File: config.mk
export PLATFORM = sky130hd
export DESIGN_NAME = edge_detect_multi
export DESIGN_NICKNAME = d
export VERILOG_FILES = /design/src/rtl/edge_detect_multi.sv
export SDC_FILE = /design/constraint.sdc
export NUM_CORES = 1
export LEC_CHECK = 0
export ABC_CLOCK_PERIOD_IN_PS = 6200
export BUFFER_PORTS_ARGS = -buffer_cell sky130_fd_sc_hd__clkbuf_2
export CAP_MARGIN = 20
export CELL_PAD_IN_SITES_DETAIL_PLACEMENT = 1
export CELL_PAD_IN_SITES_GLOBAL_PLACEMENT = 1
export CORE_UTILIZATION = 40
export DETAILED_ROUTE_END_ITERATION = 8
export PLACE_DENSITY = 0.83
export SLEW_MARGIN = 10
export SYNTH_ARGS = -nofsm -noshare
export SYNTH_HDL_FRONTEND = slang
export SYNTH_SLANG_ARGS = --single-unit
File: constraint.sdc
create_clock -name clk -period 6.2 [get_ports clk]
set_clock_uncertainty 0.05 [all_clocks]
set_input_delay 0.62 -clock clk [delete_from_list [all_inputs] [get_ports clk]]
set_output_delay 0.62 -clock clk [all_outputs]
set_load 0.02 [all_outputs]
File: src/rtl/edge_detect_multi.sv
// Purpose: multi-channel synchronised edge detector with sticky flags and a saturating event counter.
// Latency: pulse/sticky/count update SYNC_STAGES edges after din is first sampled (+FILTER_LEN with DEBOUNCE_EN).
// Backpressure: none; free-running, every accepted edge is reported in the cycle it is detected.
//
// Ports:
//   clk, rst_n       clock, asynchronous active-low reset
//   en, mode         detection enable; 00 rising, 01 falling, 10 both, 11 none
//   din              WIDTH asynchronous channel inputs
//   sticky_clr       per-channel level-sensitive clear of sticky (a same-cycle set wins)
//   cnt_clr          clears edge_count (edges detected in the same cycle are still counted)
//   pulse, any_edge  registered one-cycle edge pulses and their OR
//   sticky           latched per-channel edge flags
//   edge_count       saturating count of channel edges
// Optional macro DEBOUNCE_EN: adds a per-channel stability filter of FILTER_LEN cycles after
// the synchroniser; detection then runs on the filtered value.
module edge_detect_multi #(
  parameter int WIDTH       = 8,
  parameter int SYNC_STAGES = 2,
  parameter int CNT_W       = 8,
  parameter int FILTER_LEN  = 4
) (
  input  logic             clk,
  input  logic             rst_n,
  input  logic             en,
  input  logic [1:0]       mode,
  input  logic [WIDTH-1:0] din,
  input  logic [WIDTH-1:0] sticky_clr,
  input  logic             cnt_clr,
  output logic [WIDTH-1:0] pulse,
  output logic             any_edge,
  output logic [WIDTH-1:0] sticky,
  output logic [CNT_W-1:0] edge_count
);

  localparam int PC_W   = $clog2(WIDTH + 1);
  // One bit of headroom over the wider of counter and popcount so the clamp sees any overflow.
  localparam int SUM_W  = ((CNT_W > PC_W) ? CNT_W : PC_W) + 1;
  localparam int WARM_N = SYNC_STAGES + 1;
  localparam int WARM_W = $clog2(WARM_N + 1);
  localparam logic [CNT_W-1:0] CNT_MAX = '1;

  if (WIDTH < 1 || WIDTH > 32 || SYNC_STAGES < 2 || SYNC_STAGES > 4 ||
      CNT_W < 4 || CNT_W > 16 || FILTER_LEN < 2 || FILTER_LEN > 15) begin : g_param_check
    $error("edge_detect_multi: parameter out of range");
  end

  logic [SYNC_STAGES-1:0][WIDTH-1:0] sync_q;
  logic [WIDTH-1:0]                  sync;
  logic [WIDTH-1:0]                  src;
  logic [WIDTH-1:0]                  prev_q;
  logic [WIDTH-1:0]                  rise;
  logic [WIDTH-1:0]                  fall;
  logic [WIDTH-1:0]                  det;
  logic [WARM_W-1:0]                 warm_q;
  logic                              warm_done;
  logic [PC_W-1:0]                   pc;
  logic [CNT_W-1:0]                  cnt_base;
  logic [SUM_W-1:0]                  sum;

  assign sync      = sync_q[SYNC_STAGES-1];
  assign warm_done = (warm_q == WARM_W'(WARM_N));

  // Synchroniser chain and warm-up counter. The warm-up keeps stale pre-reset levels in the
  // chain from being seen as edges once detection starts.
  always_ff @(posedge clk or negedge rst_n) begin
    if (!rst_n) begin
      sync_q <= '0;
      warm_q <= '0;
    end else begin
      sync_q <= {sync_q[SYNC_STAGES-2:0], din};
      if (!warm_done) warm_q <= warm_q + 1'b1;
    end
  end

`ifdef DEBOUNCE_EN
  logic [WIDTH-1:0]      acc_q;
  logic [WIDTH-1:0][3:0] stab_q;

  // A channel's accepted value only moves after sync has disagreed with it for FILTER_LEN
  // consecutive cycles; any agreement restarts the count.
  always_ff @(posedge clk or negedge rst_n) begin
    if (!rst_n) begin
      acc_q  <= '0;
      stab_q <= '0;
    end else if (!warm_done) begin
      acc_q  <= sync;
      stab_q <= '0;
    end else begin
      for (int i = 0; i < WIDTH; i++) begin
        if (sync[i] != acc_q[i]) begin
          if (stab_q[i] == 4'(FILTER_LEN - 1)) begin
            acc_q[i]  <= sync[i];
            stab_q[i] <= '0;
          end else begin
            stab_q[i] <= stab_q[i] + 4'd1;
          end
        end else begin
          stab_q[i] <= '0;
        end
      end
    end
  end

  assign src = acc_q;
`else
  assign src = sync;
`endif

  always_comb begin
    rise = src & ~prev_q;
    fall = ~src & prev_q;
    det  = '0;
    if (en && warm_done) begin
      case (mode)
        2'b00:   det = rise;
        2'b01:   det = fall;
        2'b10:   det = rise | fall;
        default: det = '0;
      endcase
    end
  end

  always_comb begin
    pc = '0;
    for (int i = 0; i < WIDTH; i++) pc = pc + PC_W'(det[i]);
    cnt_base = cnt_clr ? '0 : edge_count;
    sum      = SUM_W'(cnt_base) + SUM_W'(pc);
  end

  always_ff @(posedge clk or negedge rst_n) begin
    if (!rst_n) begin
      prev_q     <= '0;
      pulse      <= '0;
      any_edge   <= 1'b0;
      sticky     <= '0;
      edge_count <= '0;
    end else begin
      // During warm-up prev follows sync directly so that, with the filter present, prev and
      // the accepted value leave warm-up agreeing and no spurious edge appears.
      prev_q     <= warm_done ? src : sync;
      pulse      <= det;
      any_edge   <= |det;
      sticky     <= (sticky & ~sticky_clr) | det;
      edge_count <= (sum > SUM_W'(CNT_MAX)) ? CNT_MAX : sum[CNT_W-1:0];
    end
  end

endmodule

# --- Word level (Yosys, flattened, before mapping) ---
# Index checks and enable logic that the tools add are counted.
totals:
  register_bits: 51
  output_inout_bits: 25
op_classes:
  bitwise: 8
  n_eq_ne: 3
  magnitude_cmp: 1
  add_sub_neg: 9
  n_reduce_logical: 3
  n_mux: 4
op_table:
  columns: ["cell", "count"]
  rows:
  - ["AND 8 bit", 3]
  - ["two-way mux 8 bit", 3]
  - ["inverter 8 bit", 3]
  - ["case mux 8 bit (3 select lines)", 1]
  - ["adder 4 x 1 -> 4 bit", 4]
  - ["OR 8 bit", 2]
  - ["adder 8 x 4 -> 9 bit", 1]
  - ["greater-than comparator 9 x 8 -> 1 bit, second input constant", 1]
  - ["OR reduction 8 bit", 1]
  - ["adder 3 x 1 -> 4 bit", 1]
  - ["equality test 2 bit, second input constant", 2]
  - ["adder 2 x 1 -> 3 bit", 1]
  - ["adder 1 x 1 -> 2 bit", 1]
  - ["adder 2 x 1 -> 2 bit, second input constant", 1]
  - ["equality test 2 x 1 -> 1 bit, second input constant", 1]
  - ["zero test 2 bit", 1]
  - ["logical AND 1 bit", 1]

# --- Longest topological paths before layout ---
# Gate-level depths: netlist (run 1).
logic_depth:
  word_depth: 15
  mapped_depth: 19
  ltp_nobuf: 19

# --- Worst setup path before layout (run 1) ---
# OpenSTA, ideal clock, no wires.
synth_path:
  path_type: "input to register"
  startpoint: "in mode[0]"
  endpoint: "reg edge_count[7]"
  setup_ns: 0.065
  cell_stages: 18
  t_required_ns: 6.085
  arrival_ns: 4.342
  path_slack_ns: 1.743
  cell_sequence: "buf_6 nor2b_1 buf_6 nand2_1 o21ai_0 nand2_1 inv_1 fa_1 inv_1 fa_1 fa_1 fa_1 fa_1 nand2b_1 a21oi_1 nand3_1 nand2_1 mux2_2"
synth_via:
  elab_chain_cells: 13
  word_cells_on_any_way: 15
  classes_between: "8 x add/sub; 1 x order compare; 2 x eq/ne; 3 x mux; 1 x reduce/logical"
synth_lines:
  columns: ["item", "line_no", "rtl"]
  rows:
  - ["from (decl)", "25", "input logic [1:0] mode,"]
  - ["equality test 2 bit, or another cell as far along", "114", "case (mode)"]
  - ["case mux 8 bit (3 select lines) (*)", "114", null]
  - ["two-way mux 8 bit (*)", "113", "if (en && warm_done) begin"]
  - ["net det[0]", "53", "logic [WIDTH-1:0] det;"]
  - ["adder 1 x 1 -> 2 bit (*)", "125", "for (int i = 0; i < WIDTH; i++) pc = pc + PC_W'(det[i]);"]
  - ["adder 2 x 1 -> 3 bit (*)", "125", null]
  - ["adder 3 x 1 -> 4 bit (*)", "125", null]
  - ["adder 4 x 1 -> 4 bit (*) (4 in a row)", "125", null]
  - ["adder 8 x 4 -> 9 bit (*)", "127", "sum = SUM_W'(cnt_base) + SUM_W'(pc);"]
  - ["greater-than comparator 9 x 8 -> 1 bit", "144", "edge_count <= (sum > SUM_W'(CNT_MAX)) ? CNT_MAX : sum[CNT_W-1:0];"]
  - ["two-way mux 8 bit (*)", "144", null]
  - ["to (signal assigned)", "144", null]
  - ["to (decl)", "32", "output logic [CNT_W-1:0] edge_count"]
# The timed path passes the listed nets; every way through them passes the cells marked *.
# A chain may end at the register's enable or synchronous reset.

# --- Worst setup path in the final report (run 1) ---
layout_path:
  startpoint: "in mode[1]"
  endpoint: "reg edge_count[7]"
# The elaborated chain is that of the path after synthesis.

==> flow_summary.json, run 1 <==
{
  "dpl.hpwl_um": 3540,
  "hold_viol": 0,
  "grt_overflow": 0,
  "p_leak_nw": 1.54,
  "ctsHoldBuffers": 0,
  "hold_class": "flop to flop",
  "initial_core_util_pct": 42.7,
  "routabilityCongestion": 0.809,
  "portBuffers": 46,
  "numCtsBuffers": 5,
  "seqPwrFrac_pct": 48.2,
  "max-vdd-ir-drop_uv": 118,
  "synth_edf_count": 0,
  "rsz0062_at_grt": "no",
  "synth_ff_type": "dfrtp_1",
  "drc": 0,
  "r2r_cells": 18,
  "wl_per_cell_um": 13.7,
  "grt_max_degree": 52,
  "die_w_um": 79.6,
  "antenna_found_initial": 0,
  "required_ns": 6.40,
  "via_count": 1615,
  "clock_latency_ns": 0.30,
  "track_usage_pct": 16.8,
  "ys_warn_count": 0,
  "end_kind": "flop",
  "p_int_w": 0.000568,
  "syn_to_final_growth_pct": 18.0,
  "clock_sinks": 51,
  "htreeDepth": 2,
  "fmax_mhz": 210,
  "pwr-share-clk_pct": 35.0,
  "syn_area_um2": 2410,
  "cts.path.max_buffers": 2,
  "cts_setup_buffers": 0,
  "drive_above_1_share_pct": 24.9,
  "period_share_pct": 76.9,
  "die_y_um": 79.6,
  "power_frac_comb_pct": 16.8,
  "cts_tree": "yes",
  "drv_cap": 0,
  "period_needed_ns": 4.77,
  "drv_slew": 0,
  "report.final.setup_viol": 0,
  "grt_pass1_vias": 1680,
  "core_um2": 5640,
  "relSlewSlack_pct": 59.1,
  "synth.avg_cell_area_um2": 11.3,
  "placementRows": 27,
  "ant_nets": 0,
  "worstPathMaxFanout": 16,
  "root_buffer": "clkbuf_8",
  "power-per-cell-area_nw_per_um2": 269,
  "dieArea_um2": 6340,
  "swShare_pct": 25.8,
  "synthArstFlopShare_pct": 100,
  "nets": 315,
  "outcome": "completed",
  "cts_resized": 0,
  "instances_no_fill": 337,
  "drt-initial-drc-count": 20,
  "dp_cells": 329,
  "critPathKind": "primary input to flop",
  "hold_path_depth": 0,
  "syn-num-nets": 264,
  "synth.yosys.seq_area_share_pct": 53.0,
  "worst_ep_arrival_time_ns": 4.97,
  "synth_top_area_share_pct": 53.0,
  "cp-start-kind": "primary input",
  "num_antenna_cells": 0,
  "drt_first_pass_iters": 4,
  "tightestPinTransition_ns": 0.613,
  "io_pins": 47,
  "fin_tns_setup_ns": 0,
  "ys_ff_latch": 51,
  "yosys-top-cells-area": "dfrtp_1 (53%), ha_1 (12%), inv_1 (5.6%)",
  "viasPerCell": 4.79,
  "drt-total-wl_um": 4620,
  "synthCells": 213,
  "p_switching_w": 0.000198,
  "cts.clk_slew.worst_paths_ns": 0.09,
  "synth_cell_type_count": 37,
  "grt_pass1_wl_um": 7980,
  "synth_top_area_cell": "dfrtp_1"
}
[synthesized netlist by cell type, drive strengths merged, types with 2 or more instances]
cell,instances
o21ai,12
mux2i,2
a21oi,13
nand3,3
ha,24
and3,2
buf,3
mux2,3
nand2,13
xor2,2
fa,5
dfrtp,51
inv,38
nand2b,14
nor2,5
nor2b,7
[routing by layer]
layer / global-route usage [%] / up-vias / share of wire, %
li1: - / 771 / -
met1: 19.4 / 794 / 42
met2: 29.4 / 39 / 51
met3: 4.23 / 11 / 4.9
met4: 6.91 / 0 / 2.0
met5: 0 / - / 0
[final timing paths]
| check | from | endpoint | slack [ns] |
|---|---|---|---|
| worst min register to register | sync_q[6]$_DFF_PN0_ | src[6]$_DFF_PN0_ | 0.30 |
| min in group asynchronous | rst_n | src[1]$_DFF_PN0_ | 0.36 |
| worst max-delay path | mode[1] | edge_count[7]$_DFF_PN0_ | 1.43 |
| max in group asynchronous | rst_n | edge_count[1]$_DFF_PN0_ | 5.33 |
| worst min-delay path | sync_q[6]$_DFF_PN0_ | src[6]$_DFF_PN0_ | 0.30 |
| worst max register to register | src[0]$_DFF_PN0_ | edge_count[7]$_DFF_PN0_ | 1.53 |
[area by class of cell]
cell class	instances	area [um2]
fill	638	2800
sequential	51	1280
multi-input combinational	121	961
timing repair buffer	47	238
inverter	38	143
tap	72	90.1
clock buffer	5	68.8
clock inverter	3	67.6
[placed cells by master, fill, tap and decap left out, types with 5 or more instances in the layout]
master	count
clkbuf_2	46
dfrtp_1	51
fa_1	5
o21ai_0	10
nor2b_1	7
inv_1	36
nor2_1	5
ha_1	24
a21oi_1	13
nand2_1	13
clkbuf_8	5
nand2b_1	12
[registers in the layout (all words and copies together) (netlist names)]
register / flops
sticky: 8
sync_q: 8
pulse: 8
edge_count: 8
warm_q: 2
any_edge: 1
src: 8
prev_q: 8
[kinds of logic (layout without fill, tap and decap cells)]
kind of cell,Yosys count,in the layout,share of synthesized area [%]
flip-flops,51,51,53.0
buffers and inverters,41,93,7.17
AO/OA/AOI/OAI,34,34,8.52
multiplexers,5,5,2.23
XOR/XNOR,3,3,1.09
adder cells (fa/ha/maj),29,29,16.6
AND/OR/NAND/NOR,50,50,11.4
[worst max-delay path: stages]
cell,delay (ns)
clkbuf_2,0.21
nor2b_1,0.47
nand2_1,0.09
o21ai_0,0.10
nand2_1,0.13
inv_1,0.13
fa_1,0.41
inv_1,0.09
fa_1,0.44
fa_1,0.45
fa_1,0.42
fa_1,0.41
nand2b_1,0.17
a21oi_1,0.25
nand3_1,0.27
nand2_1,0.14
mux2_2,0.14
[stage by stage]
step                area (um2)  power [W]  utilization (%)  hold WS (ns)  worst slack (ns)
floorplan                 2410   0.000456                -         0.274              1.74
global placement          2710   0.000501             48.0         0.281              1.31
detailed placement        2710   0.000507             48.0         0.286              1.12
CTS                       2840   0.000781             50.4         0.308              1.39
global route              2840   0.000808             50.4         0.314              1.04
finish                    2840   0.000765             50.4         0.304              1.43
[power groups by stage]
stage	sequential, W	combinational (W)	clock [W]
CTS	0.000370	0.000134	0.000277
global placement	0.000374	0.000127	0
detailed placement	0.000376	0.000130	0
floorplan	0.000395	0.0000604	0
global route	0.000372	0.000147	0.000289
finish	0.000369	0.000128	0.000268
Power figures use the tool's default switching activity.
==> run 2: changes to the inputs <==
--- a/config.mk
+++ b/config.mk
@@ -5,14 +5,15 @@
 export SDC_FILE = /design/constraint.sdc
 export NUM_CORES = 1
 export LEC_CHECK = 0
-export ABC_CLOCK_PERIOD_IN_PS = 6200
+export ABC_AREA = 1
+export ABC_CLOCK_PERIOD_IN_PS = 3900
 export BUFFER_PORTS_ARGS = -buffer_cell sky130_fd_sc_hd__clkbuf_2
 export CAP_MARGIN = 20
 export CELL_PAD_IN_SITES_DETAIL_PLACEMENT = 1
 export CELL_PAD_IN_SITES_GLOBAL_PLACEMENT = 1
-export CORE_UTILIZATION = 40
+export CORE_UTILIZATION = 39
 export DETAILED_ROUTE_END_ITERATION = 8
-export PLACE_DENSITY = 0.83
+export PLACE_DENSITY = 0.85
 export SLEW_MARGIN = 10
 export SYNTH_ARGS = -nofsm -noshare
 export SYNTH_HDL_FRONTEND = slang
==> constraint.sdc (replaced) <==
create_clock -name clk -period 3.9 [get_ports clk]
set_clock_uncertainty 0.05 [all_clocks]
set_input_delay 0.39 -clock clk [delete_from_list [all_inputs] [get_ports clk]]
set_output_delay 0.39 -clock clk [all_outputs]
set_load 0.02 [all_outputs]
==> flow_summary.json, run 2 <==
{
  "synth.avg_cell_area_um2": 10.4,
  "core_um2": 6350,
  "max-vdd-ir-drop_uv": 180,
  "num_antenna_cells": 0,
  "synthCells": 245,
  "synth_edf_count": 0,
  "portBuffers": 46,
  "drt-initial-drc-count": 67,
  "grt_overflow": 0,
  "clock_latency_ns": 0.30,
  "grt_pass1_wl_um": 10200,
  "drt_first_pass_iters": 4,
  "tightestPinTransition_ns": 0.631,
  "root_buffer": "clkbuf_8",
  "worst_ep_arrival_time_ns": 4.19,
  "ctsHoldBuffers": 0,
  "ys_top_cells_by_count": "dfrtp_1 (51), inv_1 (50), nand2_1 (35), ha_1 (24)",
  "synthArstFlopShare_pct": 100,
  "nets": 367,
  "htreeDepth": 2,
  "outcome": "complete, but fails checks",
  "syn_to_final_growth_pct": 22.9,
  "end_kind": "flop",
  "dpl.hpwl_um": 4130,
  "period_share_pct": 103,
  "grt-busiest-layer": "met2",
  "viasPerCell": 4.70,
  "antenna_found_initial": 0,
  "relSlewSlack_pct": 57.9,
  "power-per-cell-area_nw_per_um2": 382,
  "dieArea_um2": 6880,
  "yosysMostFrequentCell": "dfrtp_1",
  "cp-start-kind": "flop",
  "die_y_um": 83.0,
  "critPathKind": "flop to flop",
  "required_ns": 4.09,
  "fin_tns_setup_ns": -0.755,
  "period_needed_ns": 4.01,
  "hold_viol": 0,
  "cts.path.max_buffers": 2,
  "rsz0062_at_grt": "yes",
  "final_common_cell": "dfrtp_1",
  "fmax_mhz": 250,
  "dp_worst_setup_slack_ns": -0.263,
  "drv_cap": 0,
  "wl_per_cell_um": 14.5,
  "die_w_um": 83.0,
  "violations": "negative setup slack",
  "synth_cell_type_count": 25,
  "placementRows": 29,
  "initial_core_util_pct": 40.3,
  "fillers": 733,
  "cts_tree": "yes",
  "drv_slew": 0,
  "drc": 0,
  "worstPathMaxFanout": 8,
  "synth.yosys.seq_area_share_pct": 49.9,
  "most-common-layout-cells": "dfrtp_1 (51), inv_1 (46), clkbuf_2 (46)",
  "yosys-top-cells-area": "dfrtp_1 (50%), ha_1 (12%), inv_1 (7.3%)",
  "hold_class": "primary input to async pin",
  "cts.clk_slew.worst_paths_ns": 0.10,
  "track_usage_pct": 19.0,
  "ant_nets": 0,
  "drt-total-wl_um": 5710,
  "ys_warn_count": 0,
  "grt_pass1_vias": 2008,
  "routabilityCongestion": 0.813,
  "io_pins": 47,
  "synth_ff_type": "dfrtp_1",
  "ys_ff_latch": 51,
  "syn-num-nets": 296,
  "p_leak_nw": 1.83,
  "numCtsBuffers": 5,
  "via_count": 1852,
  "fin_ws_ns": -0.106,
  "synth_top_area_cell": "dfrtp_1",
  "met2_usage_pct": 32.4,
  "syn_area_um2": 2560,
  "grt_use_met1_pct": 24.4,
  "grt_use_met3_pct": 3.98,
  "synth_top_area_share_pct": 49.9,
  "grt_max_degree": 52,
  "clock_sinks": 51,
  "report.final.setup_viol": 8,
  "drive_above_1_share_pct": 39.4
}
==> run 2: cell families (layout without fill, tap and decap cells) <==
kind of cell	after synthesis	in the layout	share of synthesized area [%]
flip-flops	51	51	49.9
multiplexers	1	1	0.440
adder cells (fa/ha/maj)	29	29	15.7
XOR/XNOR	3	3	1.03
buffers and inverters	58	130	9.40
AO/OA/AOI/OAI	12	12	3.08
AND/OR/NAND/NOR	91	91	20.5
==> run 2: repair_timing <==
item                       4_1_cts  5_1_grt
setup buffers                    2        1
pin swaps                        5        4
cloned                           0        0
setup endpoints to repair        8        8
resized for setup               13        1
==> run 2: stage by stage <==
step           util (%)  std cells  area, um2  total power (W)  hold slack, ns
2_1_floorplan         -        245       2560         0.000763          0.0444
3_3_place_gp       47.1        383       2990         0.000865           0.283
3_5_place_dp       47.1        383       2990         0.000877           0.289
4_1_cts            49.3        393       3130          0.00120           0.123
5_1_grt            49.5        394       3140          0.00127           0.114
6_report           49.5        394       3140          0.00120           0.131
==> run 2: cell type report <==
| type | instances | area (um2) | area share (%) |
|---|---|---|---|
| Tap cell | 77 | 96.3 | 3.07 |
| Clock buffer | 5 | 68.8 | 2.19 |
| Inverter | 56 | 218 | 6.93 |
| Sequential cell | 51 | 1280 | 40.6 |
| Clock inverter | 3 | 18.8 | 0.598 |
| Timing Repair Buffer | 66 | 380 | 12.1 |
| Multi-Input combinational cell | 136 | 1080 | 34.5 |
==> run 2: critical path: stages (launching register included) <==
cell and delay [ns]:
dfrtp_1 0.40, inv_1 0.06, ha_1 0.27, inv_1 0.04
nand2_1 0.07, nand3_2 0.07, nand2_2 0.07, inv_2 0.05
fa_1 0.52, inv_2 0.05, fa_1 0.55, fa_1 0.46
fa_2 0.37, fa_2 0.36, inv_2 0.08, nand2_2 0.07
nand3_4 0.09, nand4_4 0.19, nand2_1 0.12
==> run 2: final timing paths <==
path	from	end	slack, ns	cells after the start
max in group asynchronous	rst_n	edge_count[5]$_DFF_PN0_	3.24	2
max reg2reg	src[3]$_DFF_PN0_	edge_count[3]$_DFF_PN0_	-0.11	18
min in group clk	din[6]	sync_q[6]$_DFF_PN0_	0.13	1
min	rst_n	warm_q[0]$_DFFE_PN0P_	0.13	2
min reg2reg	sync_q[1]$_DFF_PN0_	src[1]$_DFF_PN0_	0.31	0
max	src[3]$_DFF_PN0_	edge_count[3]$_DFF_PN0_	-0.11	18
==> run 2: metal layers <==
layer  routed length, um  vias to the layer above  share of wire, %
met5                   0                        -                 0
met4                  87                        0               1.5
met3                 181                        8               3.2
met2                2950                       40                52
met1                2490                      915                44
li1                    -                      889                 -
==> run 2: power breakdown <==
part,switching [W],internal (W)
Combinational,0.000179,0.000114
Sequential,0.0000253,0.000572
Clock,0.000181,0.000127
Total,0.000385,0.000813
==> run 3: changes to the inputs <==
--- a/config.mk
+++ b/config.mk
@@ -6,7 +6,7 @@
 export NUM_CORES = 1
 export LEC_CHECK = 0
 export ABC_AREA = 1
-export ABC_CLOCK_PERIOD_IN_PS = 3900
+export ABC_CLOCK_PERIOD_IN_PS = 3400
 export BUFFER_PORTS_ARGS = -buffer_cell sky130_fd_sc_hd__clkbuf_2
 export CAP_MARGIN = 20
 export CELL_PAD_IN_SITES_DETAIL_PLACEMENT = 1
==> constraint.sdc (replaced) <==
create_clock -name clk -period 3.4 [get_ports clk]
set_clock_uncertainty 0.05 [all_clocks]
set_input_delay 0.34 -clock clk [delete_from_list [all_inputs] [get_ports clk]]
set_output_delay 0.34 -clock clk [all_outputs]
set_load 0.02 [all_outputs]
==> flow_summary.json, run 3 (synthesis gave the netlist of run 2 again) <==
{
  "outcome": "complete, but fails checks",
  "violations": "negative setup slack",
  "tightestPinTransition_ns": 0.875,
  "via_count": 1797,
  "fin_ws_ns": -0.484,
  "end_kind": "flop",
  "report.final.setup_viol": 8,
  "drc": 0,
  "most-common-layout-cells": "dfrtp_1 (51), inv_1 (46), clkbuf_2 (46)",
  "cp-start-kind": "flop",
  "hold_viol": 0,
  "ctsHoldBuffers": 0,
  "r2r-start": "src[3]$_DFF_PN0_",
  "clock_latency_ns": 0.31,
  "multi_input_area_um2": 1070,
  "ant_nets": 0,
  "grt_pass1_wl_um": 9690,
  "cp-endpoint": "edge_count[6]$_DFF_PN0_",
  "clock_sinks": 51,
  "drv_cap": 0,
  "r2r-end": "edge_count[6]$_DFF_PN0_",
  "required_ns": 3.60,
  "wl_per_cell_um": 14.1,
  "num_antenna_cells": 0,
  "seq_area_um2": 1280,
  "dpl.hpwl_um": 4340,
  "fin_hold_ws_ns": 0.0778,
  "critPathKind": "flop to flop",
  "nets": 366,
  "initial_core_util_pct": 40.3,
  "antenna_found_initial": 0,
  "dp_worst_setup_slack_ns": -0.565,
  "grt_pass1_vias": 2007,
  "rsz0062_at_grt": "yes",
  "track_usage_pct": 18.2,
  "dieArea_um2": 6880,
  "worstPathMaxFanout": 8,
  "max-vdd-ir-drop_uv": 275,
  "fillers": 744,
  "worst_ep_arrival_time_ns": 4.08,
  "portBuffers": 46,
  "routabilityCongestion": 0.813,
  "placementRows": 29,
  "fmax_mhz": 257,
  "power-per-cell-area_nw_per_um2": 451,
  "drt-total-wl_um": 5530,
  "period_needed_ns": 3.88,
  "hold_class": "primary input to async pin",
  "drt-initial-drc-count": 46,
  "reg2reg_slack_ns": -0.48,
  "io_pins": 47,
  "die_w_um": 83.0,
  "drt_first_pass_iters": 4,
  "drive_above_1_share_pct": 39.0,
  "grt_max_degree": 35,
  "fin_tns_setup_ns": -3.77,
  "syn_to_final_growth_pct": 22.9,
  "viasPerCell": 4.58,
  "final_common_cell": "dfrtp_1",
  "root_buffer": "clkbuf_8",
  "die_y_um": 83.0,
  "core_um2": 6350,
  "r2r_cells": 18,
  "crit_start": "src[3]$_DFF_PN0_",
  "cts.clk_slew.worst_paths_ns": 0.09,
  "relSlewSlack_pct": 41.7,
  "p_leak_nw": 1.83,
  "grt_overflow": 0,
  "period_share_pct": 114,
  "cts_tree": "yes",
  "htreeDepth": 2,
  "drv_slew": 0,
  "numCtsBuffers": 5,
  "cts.path.max_buffers": 2
}
-- run 3: changes by cell type in the layout (fill, tap and decap cells not counted), sizes merged --
cell / delta
clkinvlp: +1
clkinv: -2
buf: -1
bufinv: +1
inv: -1
-- run 3: layout make-up --
class,instances,area share [%]
Clock buffer,5,2.19
Tap cell,77,3.07
Clock inverter,2,1.19
Multi-Input combinational cell,136,34.1
Timing Repair Buffer,65,11.9
Inverter,56,6.93
Sequential cell,51,40.6
-- run 3: worst min-delay path by stage --
| stage | to | slack [ns] | cells after the start |
|---|---|---|---|
| floorplan | any_edge$_DFF_PN0_ | -0.006 | 0 |
| global placement | src[6]$_DFF_PN0_ | 0.28 | 0 |
| detailed placement | src[4]$_DFF_PN0_ | 0.29 | 0 |
| CTS | sync_q[6]$_DFF_PN0_ | 0.07 | 1 |
| global route | sync_q[6]$_DFF_PN0_ | 0.06 | 1 |
| finish | sync_q[1]$_DFF_PN0_ | 0.08 | 1 |
-- run 3: metal layers --
| layer | wire length [um] | vias up | GRT usage (%) |
|---|---|---|---|
| met5 | 0 | - | 0 |
| li1 | - | 885 | - |
| met4 | 105 | 0 | 7.52 |
| met2 | 2870 | 37 | 32.3 |
| met3 | 198 | 7 | 4.08 |
| met1 | 2360 | 868 | 21.2 |
-- run 3: through the flow --
stage / area, um2 / power [W] / cells / utilization, %
final: 3140 / 0.00142 / 392 / 49.5
after global routing: 3140 / 0.00150 / 392 / 49.5
after CTS: 3130 / 0.00143 / 392 / 49.3
after detailed placement: 2990 / 0.00101 / 382 / 47.1
after global placement: 2990 / 0.000993 / 382 / 47.1
after floorplan: 2570 / 0.000878 / 245 / -
-- run 3: where the power goes --
group          switching (W)  total (W)  internal [W]
registers          0.0000270   0.000683      0.000657
clock network       0.000198   0.000413      0.000215
logic               0.000197   0.000321      0.000124
total               0.000421    0.00142      0.000996
-- run 3: timing repair --
| action | in CTS | in global routing |
|---|---|---|
| buffers inserted | 3 | 0 |
| resized for setup | 2 | 6 |
| gates cloned | 0 | 0 |
| pin swaps | 0 | 8 |
| endpoints found under the setup margin | 8 | 8 |
-- run 3: worst max-delay path, cell delays in order, from the launching register on --
cell	delay (ns)
dfrtp_1	0.38
inv_1	0.05
ha_1	0.27
inv_1	0.05
nand2_2	0.07
nand3_2	0.07
nand2_2	0.08
inv_2	0.05
fa_1	0.49
inv_2	0.04
fa_1	0.52
fa_1	0.44
fa_2	0.38
fa_2	0.37
inv_2	0.08
nand2_2	0.07
nand3_4	0.08
nand4_4	0.18
nand2_1	0.12
